--- config.mk ---
export PLATFORM = sky130hd
export DESIGN_NAME = alu_seq_operand
export DESIGN_NICKNAME = d
export VERILOG_FILES = /design/src/rtl/alu_pkg.sv /design/src/rtl/alu_seq_core.sv /design/src/rtl/alu_seq_operand.sv
export SDC_FILE = /design/constraint.sdc
export NUM_CORES = 1
export LEC_CHECK = 0
export BUFFER_PORTS_ARGS = -buffer_cell sky130_fd_sc_hd__buf_2
export CAP_MARGIN = 0
export CORE_ASPECT_RATIO = 1.75
export CORE_MARGIN = 1.5
export CORE_UTILIZATION = 58
export DETAILED_ROUTE_END_ITERATION = 10
export PLACE_DENSITY_LB_ADDON = 0.08
export SYNTH_ARGS = -nofsm -noshare
export SYNTH_HDL_FRONTEND = slang
export SYNTH_SLANG_ARGS = --single-unit
--- constraint.sdc ---
create_clock -name CLK -period 3.7 [get_ports CLK]
set_clock_uncertainty 0.05 [all_clocks]
set_input_delay 0.74 -clock CLK [delete_from_list [all_inputs] [get_ports CLK]]
set_output_delay 0.74 -clock CLK [all_outputs]
set_load 0.01 [all_outputs]
--- src/rtl/alu_pkg.sv ---
// Shared encodings, FSM states and width helpers for alu_seq_operand.
// Build option: ALU_FLAGS_EN adds registered CARRY/OVERFLOW outputs.
package alu_pkg;

    localparam logic [1:0] ALUK_PASS = 2'b00;
    localparam logic [1:0] ALUK_AND  = 2'b01;
    localparam logic [1:0] ALUK_NOT  = 2'b10;
    localparam logic [1:0] ALUK_ADD  = 2'b11;

    localparam logic [1:0] SR2_REG = 2'b00;
    localparam logic [1:0] SR2_IMM = 2'b01;
    localparam logic [1:0] SR2_DIR = 2'b10;
    localparam logic [1:0] SR2_IND = 2'b11;

    typedef enum logic [2:0] {
        S_IDLE,
        S_F1,
        S_F2,
        S_FI,
        S_EX,
        S_DN
    } state_e;

    // Keeps the low w bits of v and clears the rest; callers cast to the target width.
    function automatic logic [63:0] zext(input logic [63:0] v, input int unsigned w);
        logic [63:0] mask;
        mask = (w >= 64) ? '1 : ((64'd1 << w) - 64'd1);
        return v & mask;
    endfunction

endpackage

--- src/rtl/alu_seq_core.sv ---
// Combinational ALU datapath: PASS/AND/NOT/ADD with {N,Z,P} flags.
// Build option: ALU_FLAGS_EN adds carry-out and signed-overflow outputs.
module alu_seq_core
    import alu_pkg::*;
#(
    parameter int unsigned DATA_W = 16
) (
    input  logic [DATA_W-1:0] sr1_i,
    input  logic [DATA_W-1:0] sr2_i,
    input  logic [1:0]        aluk_i,
    output logic [DATA_W-1:0] result_o,
    output logic [2:0]        nzp_o
`ifdef ALU_FLAGS_EN
    ,
    output logic              carry_o,
    output logic              ovf_o
`endif
);

    logic [DATA_W-1:0] sum;

    always_comb begin
        sum      = sr1_i + sr2_i;
        result_o = '0;
        case (aluk_i)
            ALUK_PASS: result_o = sr1_i;
            ALUK_AND:  result_o = sr1_i & sr2_i;
            ALUK_NOT:  result_o = ~sr1_i;
            default:   result_o = sum;
        endcase
        if (result_o[DATA_W-1])
            nzp_o = 3'b100;
        else if (result_o == '0)
            nzp_o = 3'b010;
        else
            nzp_o = 3'b001;
    end

`ifdef ALU_FLAGS_EN
    logic a_msb, b_msb, s_msb;

    // Carry-out recovered from the operand and sum MSBs, so no extra adder bit is needed.
    always_comb begin
        a_msb   = sr1_i[DATA_W-1];
        b_msb   = sr2_i[DATA_W-1];
        s_msb   = sum[DATA_W-1];
        carry_o = 1'b0;
        ovf_o   = 1'b0;
        if (aluk_i == ALUK_ADD) begin
            carry_o = (a_msb & b_msb) | ((a_msb | b_msb) & ~s_msb);
            ovf_o   = (a_msb == b_msb) && (s_msb != a_msb);
        end
    end
`endif

endmodule

--- src/rtl/alu_seq_operand.sv ---
// Sequential ALU: fetches SR1/SR2 over a handshaked read port, executes, registers result and flags.
// Build option: ALU_FLAGS_EN adds CARRY and OVERFLOW output ports.
module alu_seq_operand
    import alu_pkg::*;
#(
    parameter int unsigned DATA_W = 16,
    parameter int unsigned ADDR_W = 16,
    parameter int unsigned IMM_W  = 8,
    parameter int unsigned DIR_W  = 7,
    parameter int unsigned RIDX_W = 3
) (
    input  logic              CLK,
    input  logic              RST_N,
    input  logic              START,
    input  logic [1:0]        ALUK,
    input  logic [1:0]        SR2SELECT,
    input  logic [RIDX_W-1:0] REGISTER1,
    input  logic [RIDX_W-1:0] REGISTER2,
    input  logic [IMM_W-1:0]  DATA,
    input  logic [DIR_W-1:0]  ADDRESS,
    input  logic              GATEALU,
    output logic              MEM_REQ,
    output logic [ADDR_W-1:0] MEM_ADDR,
    input  logic              MEM_VALID,
    input  logic [DATA_W-1:0] MEM_RDATA,
    output logic              BUSY,
    output logic              DONE,
    output logic [DATA_W-1:0] ANSWER,
    output logic [DATA_W-1:0] ANSWER_BUS,
    output logic [DATA_W-1:0] SR1OUT,
    output logic [DATA_W-1:0] SR2OUT,
    output logic [2:0]        NZP
`ifdef ALU_FLAGS_EN
    ,
    output logic              CARRY,
    output logic              OVERFLOW
`endif
);

    state_e              state_q;
    logic [1:0]          aluk_q, sel_q;
    logic [RIDX_W-1:0]   reg2_q;
    logic [IMM_W-1:0]    data_q;
    logic [DIR_W-1:0]    dir_q;
    logic                mem_req_q, done_q;
    logic [ADDR_W-1:0]   mem_addr_q;
    logic [DATA_W-1:0]   sr1_q, sr2_q, answer_q;
    logic [2:0]          nzp_q;
    logic [DATA_W-1:0]   alu_result;
    logic [2:0]          alu_nzp;
    logic                xfer;

`ifdef ALU_FLAGS_EN
    logic carry_q, ovf_q, alu_carry, alu_ovf;
`endif

    alu_seq_core #(
        .DATA_W (DATA_W)
    ) u_core (
        .sr1_i    (sr1_q),
        .sr2_i    (sr2_q),
        .aluk_i   (aluk_q),
        .result_o (alu_result),
        .nzp_o    (alu_nzp)
`ifdef ALU_FLAGS_EN
        ,
        .carry_o  (alu_carry),
        .ovf_o    (alu_ovf)
`endif
    );

    assign xfer = mem_req_q & MEM_VALID;

    // The next fetch address is loaded on the transfer edge, so MEM_ADDR is a plain register
    // and stays stable for the whole wait; in indirect mode it doubles as the pointer register.
    always_ff @(posedge CLK or negedge RST_N) begin
        if (!RST_N) begin
            state_q    <= S_IDLE;
            aluk_q     <= '0;
            sel_q      <= '0;
            reg2_q     <= '0;
            data_q     <= '0;
            dir_q      <= '0;
            mem_req_q  <= 1'b0;
            mem_addr_q <= '0;
            done_q     <= 1'b0;
            sr1_q      <= '0;
            sr2_q      <= '0;
            answer_q   <= '0;
            nzp_q      <= '0;
`ifdef ALU_FLAGS_EN
            carry_q    <= 1'b0;
            ovf_q      <= 1'b0;
`endif
        end else begin
            done_q <= 1'b0;
            case (state_q)
                S_IDLE: if (START) begin
                    aluk_q     <= ALUK;
                    sel_q      <= SR2SELECT;
                    reg2_q     <= REGISTER2;
                    data_q     <= DATA;
                    dir_q      <= ADDRESS;
                    mem_req_q  <= 1'b1;
                    mem_addr_q <= ADDR_W'(zext(64'(REGISTER1), RIDX_W));
                    state_q    <= S_F1;
                end
                S_F1: if (xfer) begin
                    sr1_q <= MEM_RDATA;
                    if (sel_q == SR2_IMM) begin
                        sr2_q     <= DATA_W'(zext(64'(data_q), IMM_W));
                        mem_req_q <= 1'b0;
                        state_q   <= S_EX;
                    end else begin
                        mem_addr_q <= (sel_q == SR2_DIR) ? ADDR_W'(zext(64'(dir_q), DIR_W))
                                                         : ADDR_W'(zext(64'(reg2_q), RIDX_W));
                        state_q    <= S_F2;
                    end
                end
                S_F2: if (xfer) begin
                    if (sel_q == SR2_IND) begin
                        mem_addr_q <= ADDR_W'(zext(64'(MEM_RDATA), ADDR_W));
                        state_q    <= S_FI;
                    end else begin
                        sr2_q     <= MEM_RDATA;
                        mem_req_q <= 1'b0;
                        state_q   <= S_EX;
                    end
                end
                S_FI: if (xfer) begin
                    sr2_q     <= MEM_RDATA;
                    mem_req_q <= 1'b0;
                    state_q   <= S_EX;
                end
                S_EX: begin
                    answer_q <= alu_result;
                    nzp_q    <= alu_nzp;
`ifdef ALU_FLAGS_EN
                    carry_q  <= alu_carry;
                    ovf_q    <= alu_ovf;
`endif
                    done_q   <= 1'b1;
                    state_q  <= S_DN;
                end
                S_DN:    state_q <= S_IDLE;
                default: state_q <= S_IDLE;
            endcase
        end
    end

    assign MEM_REQ    = mem_req_q;
    assign MEM_ADDR   = mem_addr_q;
    assign BUSY       = (state_q != S_IDLE);
    assign DONE       = done_q;
    assign ANSWER     = answer_q;
    assign ANSWER_BUS = GATEALU ? answer_q : '0;
    assign SR1OUT     = sr1_q;
    assign SR2OUT     = sr2_q;
    assign NZP        = nzp_q;
`ifdef ALU_FLAGS_EN
    assign CARRY      = carry_q;
    assign OVERFLOW   = ovf_q;
`endif

endmodule
; After elaboration in Yosys (flattened, before gate mapping)
; Cells that the tools add are included.
[totals]
output_inout_bits = 86
elab_cells = 79
reg_bits = 94
input_bits = 46
[classes]
bitwise = 3
addsub = 1
n_reduce_logical = 13
muxes = 32
n_eq_ne = 17
[op_table]
columns = operator, count
row1 = $mux 16, 11
row2 = $pmux 16 s3, 3
row3 = $mux 3, 7
row4 = $add 16x16->16, 1
row5 = $and 16x16->16, 1
row6 = $logic_not 16->1, 1
row7 = $ne 2x2->1 const B, 8
row8 = $not 16->16, 1
row9 = $pmux 3 s5, 1
row10 = $reduce_and 6->1, 2
row11 = $reduce_bool 3->1, 3
row12 = $mux 1, 7
row13 = $mux 7, 1
row14 = $reduce_and 7->1, 1
row15 = $eq 2x2->1 const B, 3
row16 = $eq 3x2->1 const B, 2
row17 = $eq 2x1->1 const B, 2
row18 = $pmux 1 s4, 1
row19 = $reduce_and 2->1, 2
row20 = $reduce_and 4->1, 1
row21 = $reduce_bool 4->1, 1
row22 = $eq 3x1->1 const B, 1
row23 = $eq 3x3->1 const B, 1
row24 = $logic_not 3->1, 1
row25 = 3 further kinds, 3

; Logic depth before layout (Yosys ltp)
; Gate-level depths: netlist of run 1.
[logic_depth]
word_depth = 5
mapped_depth = 11
ltp_nobuf = 11

; Hierarchy
; From an unflattened synthesis of run 1, not the netlist that was laid out.
[unflattened]
cells_unflattened = 502
area_unflattened_um2 = 5391.4
[by_module_without_submodules]
columns = module, instances, area_each_um2, cells_per_inst, seq_area_each_um2
row1 = alu_seq_operand, 1, 4043.9, 318, 2352.3
row2 = alu_seq_core, 1, 1347.5, 184, 0.0

; Worst setup path before layout of run 1
; No wires, ideal clock.
[synth_path]
path_kind = register to register
start = register sr1_q[0] (netlist: SR1OUT[0])
end = register nzp_q[1] (netlist: NZP[1])
t_arrival_ns = 2.448
path_buffers = 0
synth_period_minus_slack_ns = 2.620
setup_time_ns = 0.121
stages_incl_launch_ff = 12
slack_ns = 1.080
required_ns = 3.529
path_cell_list = dfrtp_1 -> ha_1 -> inv_1 -> fa_1 -> nor2b_4 -> o31ai_4 -> a21oi_1 -> a31oi_1 -> xor2_1 -> o21ai_0 -> a2111oi_4 -> a32o_2
[synth_between]
elab_chain_cells = 5
elab_cells_between_ends = 7
cone_classes = add/sub: 1 / mux: 3 / bitwise: 2 / reduce/logical: 1
[synth_lines]
columns = item, line
row1 = from (decl), alu_seq_operand.sv:47  ; logic [DATA_W-1:0] sr1_q, sr2_q, answer_q;
row2 = from (signal assigned), alu_seq_operand.sv:87  ; sr1_q <= '0;
row3 = from (signal assigned), alu_seq_operand.sv:109  ; sr1_q <= MEM_RDATA;
row4 = "$add 16x16->16, or another cell as far along", alu_seq_core.sv:23  ; sum = sr1_i + sr2_i;
row5 = $pmux 16 s3 *, alu_seq_core.sv:25  ; case (aluk_i)
row6 = $logic_not 16->1, alu_seq_core.sv:33  ; else if (result_o == '0)
row7 = $mux 2, alu_seq_core.sv:33
row8 = $mux 3 *, alu_seq_core.sv:31  ; if (result_o[DATA_W-1])
row9 = to (signal assigned), alu_seq_operand.sv:137  ; nzp_q <= alu_nzp;
row10 = to (decl), alu_seq_operand.sv:48  ; logic [2:0] nzp_q;
; Every way passes the cells marked *; elsewhere a longest branch is shown, timed or not.
; A chain may end at the register's enable or synchronous reset.

; Worst setup path in the final report of run 1
; Ends and elaborated chain as after synthesis.

==> run summary, run 1 <==
For the number of antenna violations at the first check in global routing, the log shows 0. The average wire length per cell after detail routing works out to 17.5 um. Level count of the clock H-tree: 3. The routed layout has 4622 vias.

The post-route netlist has 32.3% of its cells at a drive strength greater than 1. Counting along the longest clock path gives a buffer depth of 2. The first global-routing pass estimated 21.8 mm of wire.

For this design the ratio of total power to cell area is 1030 mW/mm2. Setup violations remaining at the end of the flow were counted as 0. STA classifies the critical path endpoint as a flip-flop. Number of resized instances in the post-cts repair step: 0. The net count of the finished layout is 735. Setup total negative slack on the finished layout was measured at 0 ns. Counting cells, the worst reg-to-reg path comes to 11. The post-synthesis to final-layout area growth came out at 19.5%. The run gives 0 as the synthesis warning total. The commonest register cell after synthesis is sky130_fd_sc_hd__dfrtp_1. The fraction of synthesized area in multiplexers is 11.2%, and the antenna violation net count after detailed routing is 0. The via density per instance was 5.82; the initial standard-cell utilization of the core was 60.4%. The worst register-to-register path ends at NZP[1]$_DFFE_PN0P_. The floorplan die width works out to 75.1 um. The analysis attributes to cell leakage a power of 3.02 nW. The share of flip-flops with an asynchronous set or reset after synthesis was 100%. For this run, the register share of the synthesized area comes to 44.1%. Static timing analysis puts the maximum clock frequency at 351 MHz. For the post-CTS setup-driven buffer insertion count, the log shows 0. STA classifies the critical path startpoint as a flip-flop.

The most frequent standard cell in the layout excluding fill and tap cells was sky130_fd_sc_hd__buf_2. The worst path meets setup with 0.853 ns of slack. The total clock buffers created by CTS is 9. Setup slack on the worst reg-to-reg path comes out at 0.85 ns.

The cell area that synthesis handed to floorplanning was 0.00527 mm2. The hold violation count in the final report was 0. The run gives 0 as the final routed DRC violation total. The post-detailed-placement cell area was 0.00600 mm2; the TritonCTS sink count was 93. The met1 track utilization from global routing was 34.0%; the via count of the first global-routing pass was 4351. The floorplan step defined a die boundary enclosing 0.00970 mm2. At the later pin of the worst-skew pair, clock insertion delay measures 0.35 ns. The flow ran to the end, and the final reports show no timing, DRC or antenna violations.

Leaving out fill and tap cells, the most frequent cells in the layout are sky130_fd_sc_hd__buf_2 (130), sky130_fd_sc_hd__nand2_1 (97), sky130_fd_sc_hd__dfrtp_1 (93), sky130_fd_sc_hd__mux2_2 (40), sky130_fd_sc_hd__o21ai_0 (37). The startpoint identified for the worst register-to-register timing path is SR1OUT[0]$_DFFE_PN0P_. For the net count of the mapped netlist, the log shows 617.

The main combinational cell family by area after synthesis was compound AO/OA/AOI/OAI gates. After clock tree synthesis, the clock-pin slew on the worst setup and hold paths is 0.07 ns. The number of buffers added on ports came out at 131.

OpenSTA, run right after detailed placement, puts the worst setup slack at 0.884 ns. For this block, the routed nets add up to 13.9 mm of wire. The required time at the worst-slack endpoint is 3.88 ns. The run gives 10.9 mm as the placed wire-length estimate. In this run the worst path has a maximum fanout of 5. The final max-slew violation count is 0. For the pin with the worst max-slew slack, the measured transition is 0.683 ns. The xor and xnor fraction of the mapped netlist area works out to 1.33%. The path class of the tightest hold or removal check is in -> async. The tool flagged a number of max-cap violations equal to 0. The synthesized design contains 0 enable-type register cells.

Global routing used 4.67% of the available met3 tracks. The worst setup path is of the reg -> reg kind. TritonCTS built the clock tree. The register bit count reported by yosys was 93; the synthesized area divided by synthesized cell count was 9.52 um2. The run gives 687 as the number of fill cells. After Yosys synthesis, full adders, half adders and majority gates account for 4.18% of the synthesized area. For this run, the total global-route usage over all layers was measured as 30.0%. The first TritonRoute pass finished after 5 iterations. VDD sags by at most 0.553 mV. Last weighted congestion value of the routability-driven placer: 0.952. After routing the design area is 0.00630 mm2. The vertical extent of the die was 129 um; the area of the core region was 0.00873 mm2. The run gives 554 as the cell count after synthesis.

Entering global routing, the biggest net connects 48 pins. Yosys mapped the design onto 64 distinct sky130hd cell types. The ratio of final minimum period to clock period was 77.0%; the cts-stage hold buffer count was 0.

The synthesized netlist devotes 17.8% of its cell area to compound gates. The synthesized netlist devotes 17.5% of its cell area to simple gates. Data on the critical path arrives at its endpoint at 3.02 ns.

The post-route minimum period works out to 2.85 ns. Setup repair after global routing left no endpoint under its margin. Global routing finished with a remaining overflow of 0. In this run the count of I/O pins placed on the die edge is 132. 0 antenna diodes ended up in the layout. Headroom to the max-slew limit came out at 54.1%.

The floorplan row count was 45. In the global route stage, met2 resource usage came out at 53.6%. The tools report the CTS root buffer as sky130_fd_sc_hd__clkbuf_16. The worst-case hold slack came out at 0.341 ns. The most utilized layer in the global route result is met2. In this run, the number of DRC markers left after iteration 0 of detailed routing was 362.
==> where the power goes <==
part | leakage [nW] | total (mW) | internal, mW | switching [mW]
registers | 1.16 | 1.95 | 1.47 | 0.484
clock network | 0.136 | 0.939 | 0.529 | 0.410
logic | 1.72 | 3.57 | 1.52 | 2.05
==> logic make-up (layout without fill, tap and decap cells) <==
logic type	Yosys count	count (layout)
AOI/OAI and AO/OA	142	142
xor gates and xnor gates	8	8
adders and majority gates	17	17
buffers and inverters	45	168
DFF	93	93
muxes	54	54
and+or+nand+nor	195	195
==> flip-flops by register name (all words and copies together) (netlist names) <==
name and cells:
ANSWER 16, SR2OUT 16, state_q 3, NZP 2, data_q 8, SR1OUT 16, dir_q 7, MEM_ADDR 16
aluk_q 2, sel_q 2, MEM_REQ 1, DONE 1, reg2_q 3
==> critical path: stages (launching register included) <==
cell,delay [ns]
sky130_fd_sc_hd__dfrtp_1,0.41
sky130_fd_sc_hd__ha_1,0.23
sky130_fd_sc_hd__inv_1,0.07
sky130_fd_sc_hd__fa_1,0.42
sky130_fd_sc_hd__nor2b_4,0.18
sky130_fd_sc_hd__o31ai_4,0.09
sky130_fd_sc_hd__a21oi_1,0.25
sky130_fd_sc_hd__a31oi_1,0.14
sky130_fd_sc_hd__xor2_1,0.16
sky130_fd_sc_hd__o21ai_0,0.35
sky130_fd_sc_hd__a2111oi_4,0.09
sky130_fd_sc_hd__a32o_2,0.29
==> worst max path at each step <==
stage | start | endpoint | slack [ns] | cells past startpoint
after detailed placement | SR1OUT[0]$_DFFE_PN0P_ | NZP[1]$_DFFE_PN0P_ | 0.88 | 11
after floorplan | SR1OUT[0]$_DFFE_PN0P_ | NZP[1]$_DFFE_PN0P_ | 1.08 | 11
after global routing | SR1OUT[0]$_DFFE_PN0P_ | NZP[1]$_DFFE_PN0P_ | 0.66 | 11
after CTS | SR1OUT[0]$_DFFE_PN0P_ | NZP[1]$_DFFE_PN0P_ | 0.87 | 11
final | SR1OUT[0]$_DFFE_PN0P_ | NZP[1]$_DFFE_PN0P_ | 0.85 | 11
after global placement | SR1OUT[0]$_DFFE_PN0P_ | NZP[1]$_DFFE_PN0P_ | 1.01 | 11
==> metrics by stage <==
step | util, % | instances | power [mW]
after global routing | 72.2 | 794 | 6.94
after CTS | 72.2 | 794 | 6.46
after detailed placement | 68.8 | 778 | 5.50
after global placement | 68.8 | 778 | 5.41
final | 72.2 | 794 | 6.46
after floorplan | - | 554 | 4.45
==> layout make-up <==
| type | count | area (um2) | area share [%] |
|---|---|---|---|
| clock inverters | 6 | 70.1 | 1.11 |
| flip-flops and latches | 93 | 2330 | 36.9 |
| clock buffers | 10 | 229 | 3.63 |
| inverters | 10 | 37.5 | 0.596 |
| repair buffers | 142 | 741 | 11.8 |
| multi-input cells | 416 | 2750 | 43.6 |
| well taps | 117 | 146 | 2.32 |
==> per-layer routing <==
layer  wire, um  part of all wire (%)
met1       5200                    37
met2       7660                    55
met3        571                   4.1
met4        505                   3.6
met5          0                     0
==> synth_stat cells, drive strengths merged (2+ instances only) <==
| master | count | share of area [%] |
|---|---|---|
| nand3b | 2 | 0.28 |
| buf | 18 | 1.9 |
| o211ai | 2 | 0.38 |
| nand4 | 2 | 0.24 |
| and3 | 4 | 0.47 |
| inv | 10 | 0.71 |
| mux2i | 14 | 2.7 |
| nand2 | 99 | 7.1 |
| ha | 16 | 3.8 |
| o22ai | 4 | 0.47 |
| nand2b | 8 | 0.95 |
| nor2 | 24 | 1.7 |
| a311oi | 2 | 0.33 |
| nand3 | 14 | 1.3 |
| or3 | 3 | 0.36 |
| xnor2 | 4 | 0.66 |
| a21oi | 33 | 3.1 |
| nor2b | 5 | 0.74 |
| o21a | 3 | 0.59 |
| nor3 | 6 | 0.76 |
| o21ai | 50 | 4.8 |
| a211oi | 8 | 1.4 |
| clkbuf | 17 | 1.2 |
| and2 | 19 | 2.3 |
| a22oi | 5 | 0.71 |
| dfrtp | 93 | 44 |
| a21o | 2 | 0.28 |
| a31oi | 11 | 1.3 |
| nor3b | 4 | 0.57 |
| o31ai | 5 | 0.97 |
| xor2 | 4 | 0.66 |
| mux2 | 40 | 8.5 |
| a21boi | 5 | 0.71 |
| nor4 | 2 | 0.24 |
(Power assumes the default switching activity.)
==> run 2: changes to the inputs <==
--- a/config.mk
+++ b/config.mk
@@ -9,7 +9,7 @@
 export CAP_MARGIN = 0
 export CORE_ASPECT_RATIO = 1.75
 export CORE_MARGIN = 1.5
-export CORE_UTILIZATION = 58
+export CORE_UTILIZATION = 49
 export DETAILED_ROUTE_END_ITERATION = 10
 export PLACE_DENSITY_LB_ADDON = 0.08
 export SYNTH_ARGS = -nofsm -noshare
==> constraint.sdc (replaced) <==
create_clock -name CLK -period 2.5 [get_ports CLK]
set_clock_uncertainty 0.05 [all_clocks]
set_input_delay 0.5 -clock CLK [delete_from_list [all_inputs] [get_ports CLK]]
set_output_delay 0.5 -clock CLK [all_outputs]
set_load 0.01 [all_outputs]
==> run summary, run 2 (same netlist as run 1, synthesis figures left out) <==
The final global-route overflow total is 0 (unchanged), and the via density per instance is 5.40 (-7.3%). Grouping stages by cell kind, the critical path spends the most delay in compound AO/OA/AOI/OAI gates. Slowest stage cell on the critical path: sky130_fd_sc_hd__dfrtp_1. For the portion of total power attributed to sequential cells, the log shows 25.8% (-4.4 points). The total wire length is 14.2 mm (+1.8%), and the cell count after placement is 853 (+9.6%). The net switching power of the design is 4.52 mW (+53%), and the maximum fanout along the worst path is 4 (-1). The clock latency of the later-clocked register in the worst-skew pair was 0.35 ns (about the same). Number of cells on the critical path: 11 (unchanged). The antenna diode count was 0 (unchanged).

For the share of total power in the clock network, the log shows 13.5% (-1.0 points). The capturing element type of the critical path was a flip-flop. The number of iterations in the first detailed-routing pass was 4 (-1); the actual transition at the worst max-transition pin was 0.640 ns (-0.0428 ns).

Compared with the post-synthesis result, the final layout area differs by 29.8%. The last weighted congestion value of the routability-driven placer came out at 0.886 (-7.0%). The run gives 800 (+8.8%) as the net count of the finished layout. Average wire length per cell after detail routing: 16.3 um (-7.3%). The max-slew headroom at the worst pin came out at 56.9% (+2.9 points). Startpoint kind of the worst setup timing path: a flip-flop.

The tools report the boundary pin count as 132 (unchanged). The post-layout utilization of the core was 64.7% (-7.5 points); the vertical extent of the die was 140 um (+8.6%). Setup repair after global routing could not meet its margin everywhere. Traced cell by cell, the critical path runs through ha_2 -> inv_2 -> fa_2 -> nor2b_4 -> o31ai_4 -> a211oi_2 -> mux2i_1 -> a221oi_2 -> nand2_2 -> a2111oi_4 -> a32o_2.

The placed wire-length estimate came out at 11.5 mm (+5.8%). The flow ran to the end, but the final reports show violations. The number of buffers added on ports works out to 131 (unchanged). The power per unit of standard cell area came out at 1530 mW/mm2 (+49%).

The hold violation count in the final report is 0 (unchanged), and the count of non-filler cells in the finished layout is 872 (+9.8%). The antenna violation net count after detailed routing is 0 (unchanged), and the final routed DRC violation total is 0 (unchanged). The min-delay analysis places its worst path in the category in -> reg. The tools report the setup slack of the most critical reg-to-reg path as -0.19 ns (-1.04 ns). For the total area of sequential cells, the log shows 0.00233 mm2 (unchanged). The proportion of total power due to net switching came out at 43.1% (-2.5 points).

The worst-case reg-to-reg path depth works out to 11 (unchanged). The tree is rooted in a sky130_fd_sc_hd__clkbuf_16. The checks that failed: negative setup slack.

The ratio of final minimum period to clock period was 108% (+31 points); the global-route wire length before repair was 23.2 mm (+6.5%). The register clock-pin slew on the reported worst setup and hold paths is 0.07 ns (about the same), and the arrival time at the worst endpoint is 2.93 ns (-0.09 ns). The number of antenna violations at the first check in global routing is 0 (unchanged). The number of fill cells was 936 (+36%). The level count of the clock H-tree was 3 (unchanged); the ratio of cells with drive above 1 in the final layout was 38.8% (+6.5 points). The depth of the worst hold-timing path was 3; the worst-case setup slack after placement was -0.204 ns (-1.09 ns). The final max-slew violation count was 0 (unchanged).

The logs give 0.0114 mm2 (+18%) for the die area and 0.0106 mm2 (+21%) for the area of the core region. The post-route minimum period works out to 2.69 ns (-0.156 ns). Leaving out fill and tap cells, the most frequent cell in the layout is sky130_fd_sc_hd__buf_2.

The floorplan die width is 81.4 um (+8.5%). The internal power is 5.97 mW (+70%). The global-route usage over all layers was 26.7% (-3.3 points); the total power after layout was 10.5 mW (+62%). The max-cap violation count was 0 (unchanged). The final count of negative-setup-slack endpoints came out at 2 (+2). The tools report the via count of the first global-routing pass as 4784 (+10%). The total leakage power was 3.35 nW (+11%). The total clock buffers created by CTS was 9 (unchanged). The number of buffers and inverters on the critical path was 1 (unchanged). The required time at the worst-slack endpoint is 2.74 ns (-1.14 ns), and the smallest setup slack after layout is -0.192 ns (-1.04 ns). The number of buffers on the longest clock path is 2 (unchanged), and the combinational fraction of design power is 60.7% (+5.4 points). The run gives 74 (+54%) as the maximum number of pins on one net before global-route repair. The logs give 4707 (+1.8%) for the total number of vias and 0.808 mV (+46%) for the maximum vdd ir drop.

The run gives 50 (+11%) as the floorplan row count. TritonCTS built the clock tree. The run gives 49.9% (-11 points) as the initial standard-cell utilization of the core. The delay of the slowest cell on the worst path is 0.37 ns (-0.05 ns). The class of the most critical setup path is reg -> reg. In the layout the commonest cells are sky130_fd_sc_hd__buf_2 (130), sky130_fd_sc_hd__nand2_1 (97), sky130_fd_sc_hd__dfrtp_1 (93), sky130_fd_sc_hd__buf_4 (75), sky130_fd_sc_hd__mux2_2 (40). The number of DRC markers after the initial detailed-route iteration was 230 (-36%); the area of the multi-input gates was 0.00277 mm2 (+0.55%). The tools report the achievable clock frequency as 372 MHz (+5.8%). The TritonCTS sink count came out at 93 (unchanged).
[run 2: worst paths after layout]
path | from | endpoint
worst max-delay path | SR2OUT[0]$_DFFE_PN0P_ | NZP[1]$_DFFE_PN0P_
worst min-delay path | ALUK[0] | aluk_q[0]$_DFFE_PN0P_
worst max register to register | SR2OUT[0]$_DFFE_PN0P_ | NZP[1]$_DFFE_PN0P_
worst min register to register | MEM_ADDR[3]$_DFFE_PN0P_ | MEM_ADDR[3]$_DFFE_PN0P_
max in group asynchronous | RST_N | SR1OUT[10]$_DFFE_PN0P_
min in group asynchronous | RST_N | ANSWER[2]$_DFFE_PN0P_
[run 2: power by group through the flow]
stage               Sequential, mW  Combinational, mW  Clock [mW]
floorplan                     2.82               3.79           0
global route                  2.82               7.03        1.51
detailed placement            2.74               6.34           0
global placement              2.69               6.23           0
finish                        2.71               6.36        1.41
CTS                           2.71               6.39        1.45
[run 2: through the flow]
step	hold WS (ns)	TNS (ns)	area [um2]
2_1_floorplan	0.154	-0.0339	5280
5_1_grt	0.320	-0.908	6840
3_5_place_dp	0.352	-0.371	6500
6_report	0.309	-0.344	6840
4_1_cts	0.297	-0.377	6830
3_3_place_gp	0.354	-0.163	6500
[run 2: what timing repair did]
action / in CTS / in global routing
hold buffers: 1 / 0
buffers inserted: 1 / 1
pin swaps: 1 / 2
gates resized for setup: 1 / 1
gates cloned: 0 / 0
hold endpoints to repair: 20 / 0
endpoints found under the setup margin: 2 / 5
[run 2: final cells by class]
class | count | share of cell area (%)
clock buffer | 10 | 3.35
clock inverter | 6 | 1.13
inverter | 10 | 0.549
multi-input combinational | 416 | 40.4
sequential | 93 | 34.0
tap | 130 | 2.38
timing repair buffer | 207 | 18.2
[run 2: layer usage]
metal	vias to the layer above	part of all wire (%)	track usage [%]
met4	0	3.7	12.3
li1	2322	-	-
met3	27	4.6	4.43
met2	137	55	48.6
met1	2221	36	28.9
met5	-	0	0
[run 2: worst reg2reg max path, cell delays in order (launching register included)]
cell and delay, ns:
sky130_fd_sc_hd__dfrtp_1 0.37, sky130_fd_sc_hd__ha_2 0.19, sky130_fd_sc_hd__inv_2 0.04, sky130_fd_sc_hd__fa_2 0.36, sky130_fd_sc_hd__nor2b_4 0.17, sky130_fd_sc_hd__o31ai_4 0.10
sky130_fd_sc_hd__a211oi_2 0.31, sky130_fd_sc_hd__mux2i_1 0.14, sky130_fd_sc_hd__a221oi_2 0.34, sky130_fd_sc_hd__nand2_2 0.10, sky130_fd_sc_hd__a2111oi_4 0.24, sky130_fd_sc_hd__a32o_2 0.22
==> run 3: changes to the inputs <==
--- a/config.mk
+++ b/config.mk
@@ -8,7 +8,7 @@
 export BUFFER_PORTS_ARGS = -buffer_cell sky130_fd_sc_hd__buf_2
 export CAP_MARGIN = 0
 export CORE_ASPECT_RATIO = 1.75
-export CORE_MARGIN = 1.5
+export CORE_MARGIN = 3
 export CORE_UTILIZATION = 49
 export DETAILED_ROUTE_END_ITERATION = 10
 export PLACE_DENSITY_LB_ADDON = 0.08
==> constraint.sdc (replaced) <==
create_clock -name CLK -period 2.3 [get_ports CLK]
set_clock_uncertainty 0.05 [all_clocks]
set_input_delay 0.46 -clock CLK [delete_from_list [all_inputs] [get_ports CLK]]
set_output_delay 0.46 -clock CLK [all_outputs]
set_load 0.01 [all_outputs]
==> run summary, run 3 (same netlist as run 1, synthesis figures left out) <==
The flow ran to the end, but the final reports show violations. The checks that failed: negative setup slack. The average wire length per cell after detail routing is 17.5 um (+7.8%), and the fraction of met3 tracks used by global routing is 3.70% (-0.73 points). Total clock buffers created by CTS: 9 (unchanged). For the TritonCTS sink count, the log shows 93 (unchanged).

For the global-route wire length before repair, the log shows 25.3 mm (+8.7%). The power per unit of standard cell area works out to 1700 mW/mm2 (+11%). The antenna diode count is 0 (unchanged). The reg-to-reg startpoint was SR2OUT[0]$_DFFE_PN0P_. Most utilized layer in the global route result: met2. The logs give 5 (+3) for the final count of negative-setup-slack endpoints and 0.0104 mm2 (-1.4%) for the area of the core region.

Worst-case reg-to-reg path depth: 10 (-1). The antenna violation net count after detailed routing was 0 (unchanged); the global-route usage over all layers was 26.5% (-0.23 points). The cts-stage hold buffer count is 0 (-1).

The run gives 12.7 mm (+11%) as the placed wire-length estimate. The post-detailed-placement cell area is 0.00671 mm2 (+3.1%), and the smallest setup slack after layout is -0.317 ns (-0.125 ns). Setup repair after global routing could not meet its margin everywhere. The ratio of cells with drive above 1 in the final layout was 42.3% (+3.5 points); the hold violation count in the final report was 0 (unchanged).

Number of antenna violations at the first check in global routing: 0 (unchanged). For the max-cap violation count, the log shows 0 (unchanged). In the layout the commonest cells are sky130_fd_sc_hd__buf_2 (130), sky130_fd_sc_hd__buf_4 (100), sky130_fd_sc_hd__nand2_1 (97), sky130_fd_sc_hd__dfrtp_1 (93), sky130_fd_sc_hd__mux2_2 (40). The worst setup path is launched from a flip-flop. TritonCTS built the clock tree. The setup TNS after final layout is -1.19 ns (-0.845 ns).

For the total leakage power, the log shows 3.49 nW (+4.2%). The setup slack of the most critical reg-to-reg path was -0.32 ns (-0.12 ns); the post-route standard cell area excluding fillers was 0.00713 mm2 (+4.3%). Class of the most critical setup path: reg -> reg. For the maximum vdd ir drop, the log shows 0.827 mV (+2.3%). Slowest stage cell on the critical path: sky130_fd_sc_hd__dfrtp_1.

The run gives 42 (-43%) as the maximum number of pins on one net before global-route repair. The logs give 382 MHz (+2.9%) for the achievable clock frequency and 0 (unchanged) for the final routed DRC violation total. Final global-route overflow total: 0 (unchanged). The register clock-pin slew on the reported worst setup and hold paths was 0.07 ns (about the same); the worst-case hold slack was 0.0516 ns (-0.257 ns). The number of buffers on the longest clock path was 2 (unchanged).

The cell sitting at the root of the clock tree is a sky130_fd_sc_hd__clkbuf_16. The end of the worst register-to-register path was NZP[1]$_DFFE_PN0P_. The clock latency of the later-clocked register in the worst-skew pair is 0.34 ns (about the same), and the boundary pin count is 132 (unchanged). The arrival time at the worst endpoint was 2.80 ns (-0.13 ns). The number of fill cells was 854 (-8.8%). Most frequent standard cell in the layout excluding fill and tap cells: sky130_fd_sc_hd__buf_2. The met1 track utilization from global routing came out at 28.8% (-0.068 points). The last weighted congestion value of the routability-driven placer is 0.938 (+5.8%), and the cell count after placement is 874 (+2.5%). The run gives 51.2% (+2.6 points) as the met2 track demand over resource.

The die area was 0.0121 mm2 (+5.9%). Delay of the slowest cell on the worst path: 0.39 ns (+0.02 ns). The min-delay analysis places its worst path in the category in -> async. The max-slew headroom at the worst pin is 59.5% (+2.6 points). Number of DRC markers after the initial detailed-route iteration: 214 (-7.0%). Vertical extent of the die: 143 um (+2.1%). The critical path goes through ha_2 -> buf_4 -> a211oi_2 -> o21a_4 -> a21oi_1 -> o221ai_1 -> nor4_2 -> and3_1 -> and4_1 -> a32o_2. The critical path's top delay family was compound AO/OA/AOI/OAI gates. The number of iterations in the first detailed-routing pass is 4 (unchanged). The post-route minimum period is 2.62 ns (-0.0750 ns), and the count of non-filler cells in the finished layout is 895 (+2.6%). The total number of vias was 4867 (+3.4%).

The tools report the via count of the first global-routing pass as 4990 (+4.3%). Initial standard-cell utilization of the core: 50.6% (+0.72 points). The number of buffers added on ports was 131 (unchanged); the actual transition at the worst max-transition pin was 0.607 ns (-0.0332 ns).

The maximum fanout along the worst path came out at 4 (unchanged). The floorplan row count is 49 (-2.0%), and the via density per instance is 5.44 (+0.74%). For the level count of the clock H-tree, the log shows 3 (unchanged). The floorplan die width was 84.4 um (+3.7%); the ratio of final minimum period to clock period was 114% (+6.1 points). Net count of the finished layout: 826 (+3.3%). STA classifies the critical path endpoint as a flip-flop. Final max-slew violation count: 0 (unchanged).

The post-synthesis to final-layout area growth was 35.3%; the required time at the worst-slack endpoint was 2.48 ns (-0.26 ns). The total wire length is 15.7 mm (+11%), and the number of buffers and inverters on the critical path is 1 (unchanged).
-- run 3: cell count changes in the layout (fill, tap and decap cells not counted), sizes merged --
| cell | before | now |
|---|---|---|
| dlygate4sd3 | 1 | 0 |
| clkinvlp | 1 | 2 |
| inv | 13 | 14 |
| buf | 206 | 233 |
| bufinv | 1 | 0 |
| clkinv | 1 | 0 |
-- run 3: cell type report --
cell class                      instances  area, um2  share of cell area, %
Multi-Input combinational cell        416       2870                   40.2
Sequential cell                        93       2330                   32.6
Timing Repair Buffer                  233       1460                   20.5
Clock buffer                           10        229                   3.21
Tap cell                              127        159                   2.23
Clock inverter                          6       55.1                  0.772
Inverter                               10       37.5                  0.526
-- run 3: stage by stage --
stage / setup slack, ns / utilization [%] / power, mW
finish: -0.317 / 68.5 / 12.2
global route: -0.470 / 68.5 / 13.1
CTS: -0.351 / 67.5 / 11.9
detailed placement: -0.396 / 64.3 / 10.3
global placement: -0.339 / 64.3 / 10.1
floorplan: -0.229 / - / 7.19
-- run 3: per-layer routing --
layer | up-vias | share of wire, %
li1 | 2378 | -
met1 | 2322 | 38
met2 | 140 | 56
met3 | 27 | 3.9
met4 | 0 | 3.0
met5 | - | 0
-- run 3: repair_timing --
action,in CTS,in global routing
pin swaps,1,5
resized for setup,3,12
setup endpoints to repair,8,9
buffers inserted,3,2
-- run 3: worst register-to-register path, cell delays in order, from the launching register on --
cell and delay (ns):
sky130_fd_sc_hd__dfrtp_1 0.39, sky130_fd_sc_hd__ha_2 0.20, sky130_fd_sc_hd__buf_4 0.14, sky130_fd_sc_hd__a211oi_2 0.36
sky130_fd_sc_hd__o21a_4 0.24, sky130_fd_sc_hd__a21oi_1 0.08, sky130_fd_sc_hd__o221ai_1 0.28, sky130_fd_sc_hd__nor4_2 0.09
sky130_fd_sc_hd__and3_1 0.20, sky130_fd_sc_hd__and4_1 0.22, sky130_fd_sc_hd__a32o_2 0.26
-- run 3: where the power goes --
group          internal [mW]  total [mW]  switching [mW]  leakage, nW
clock network          0.758        1.45           0.696        0.134
registers               2.36        2.98           0.614         1.16
logic                   3.79        7.73            3.94         2.20
total                   6.91        12.2            5.25         3.49
-- run 3: worst max-delay path by stage --
stage / from / end / slack [ns] / cells past startpoint
detailed placement: SR2OUT[0]$_DFFE_PN0P_ / NZP[1]$_DFFE_PN0P_ / -0.40 / 11
CTS: SR2OUT[0]$_DFFE_PN0P_ / NZP[1]$_DFFE_PN0P_ / -0.35 / 11
global route: SR2OUT[0]$_DFFE_PN0P_ / NZP[1]$_DFFE_PN0P_ / -0.47 / 11
global placement: SR2OUT[0]$_DFFE_PN0P_ / NZP[1]$_DFFE_PN0P_ / -0.34 / 11
floorplan: SR1OUT[0]$_DFFE_PN0P_ / NZP[1]$_DFFE_PN0P_ / -0.23 / 11
finish: SR2OUT[0]$_DFFE_PN0P_ / NZP[1]$_DFFE_PN0P_ / -0.32 / 10
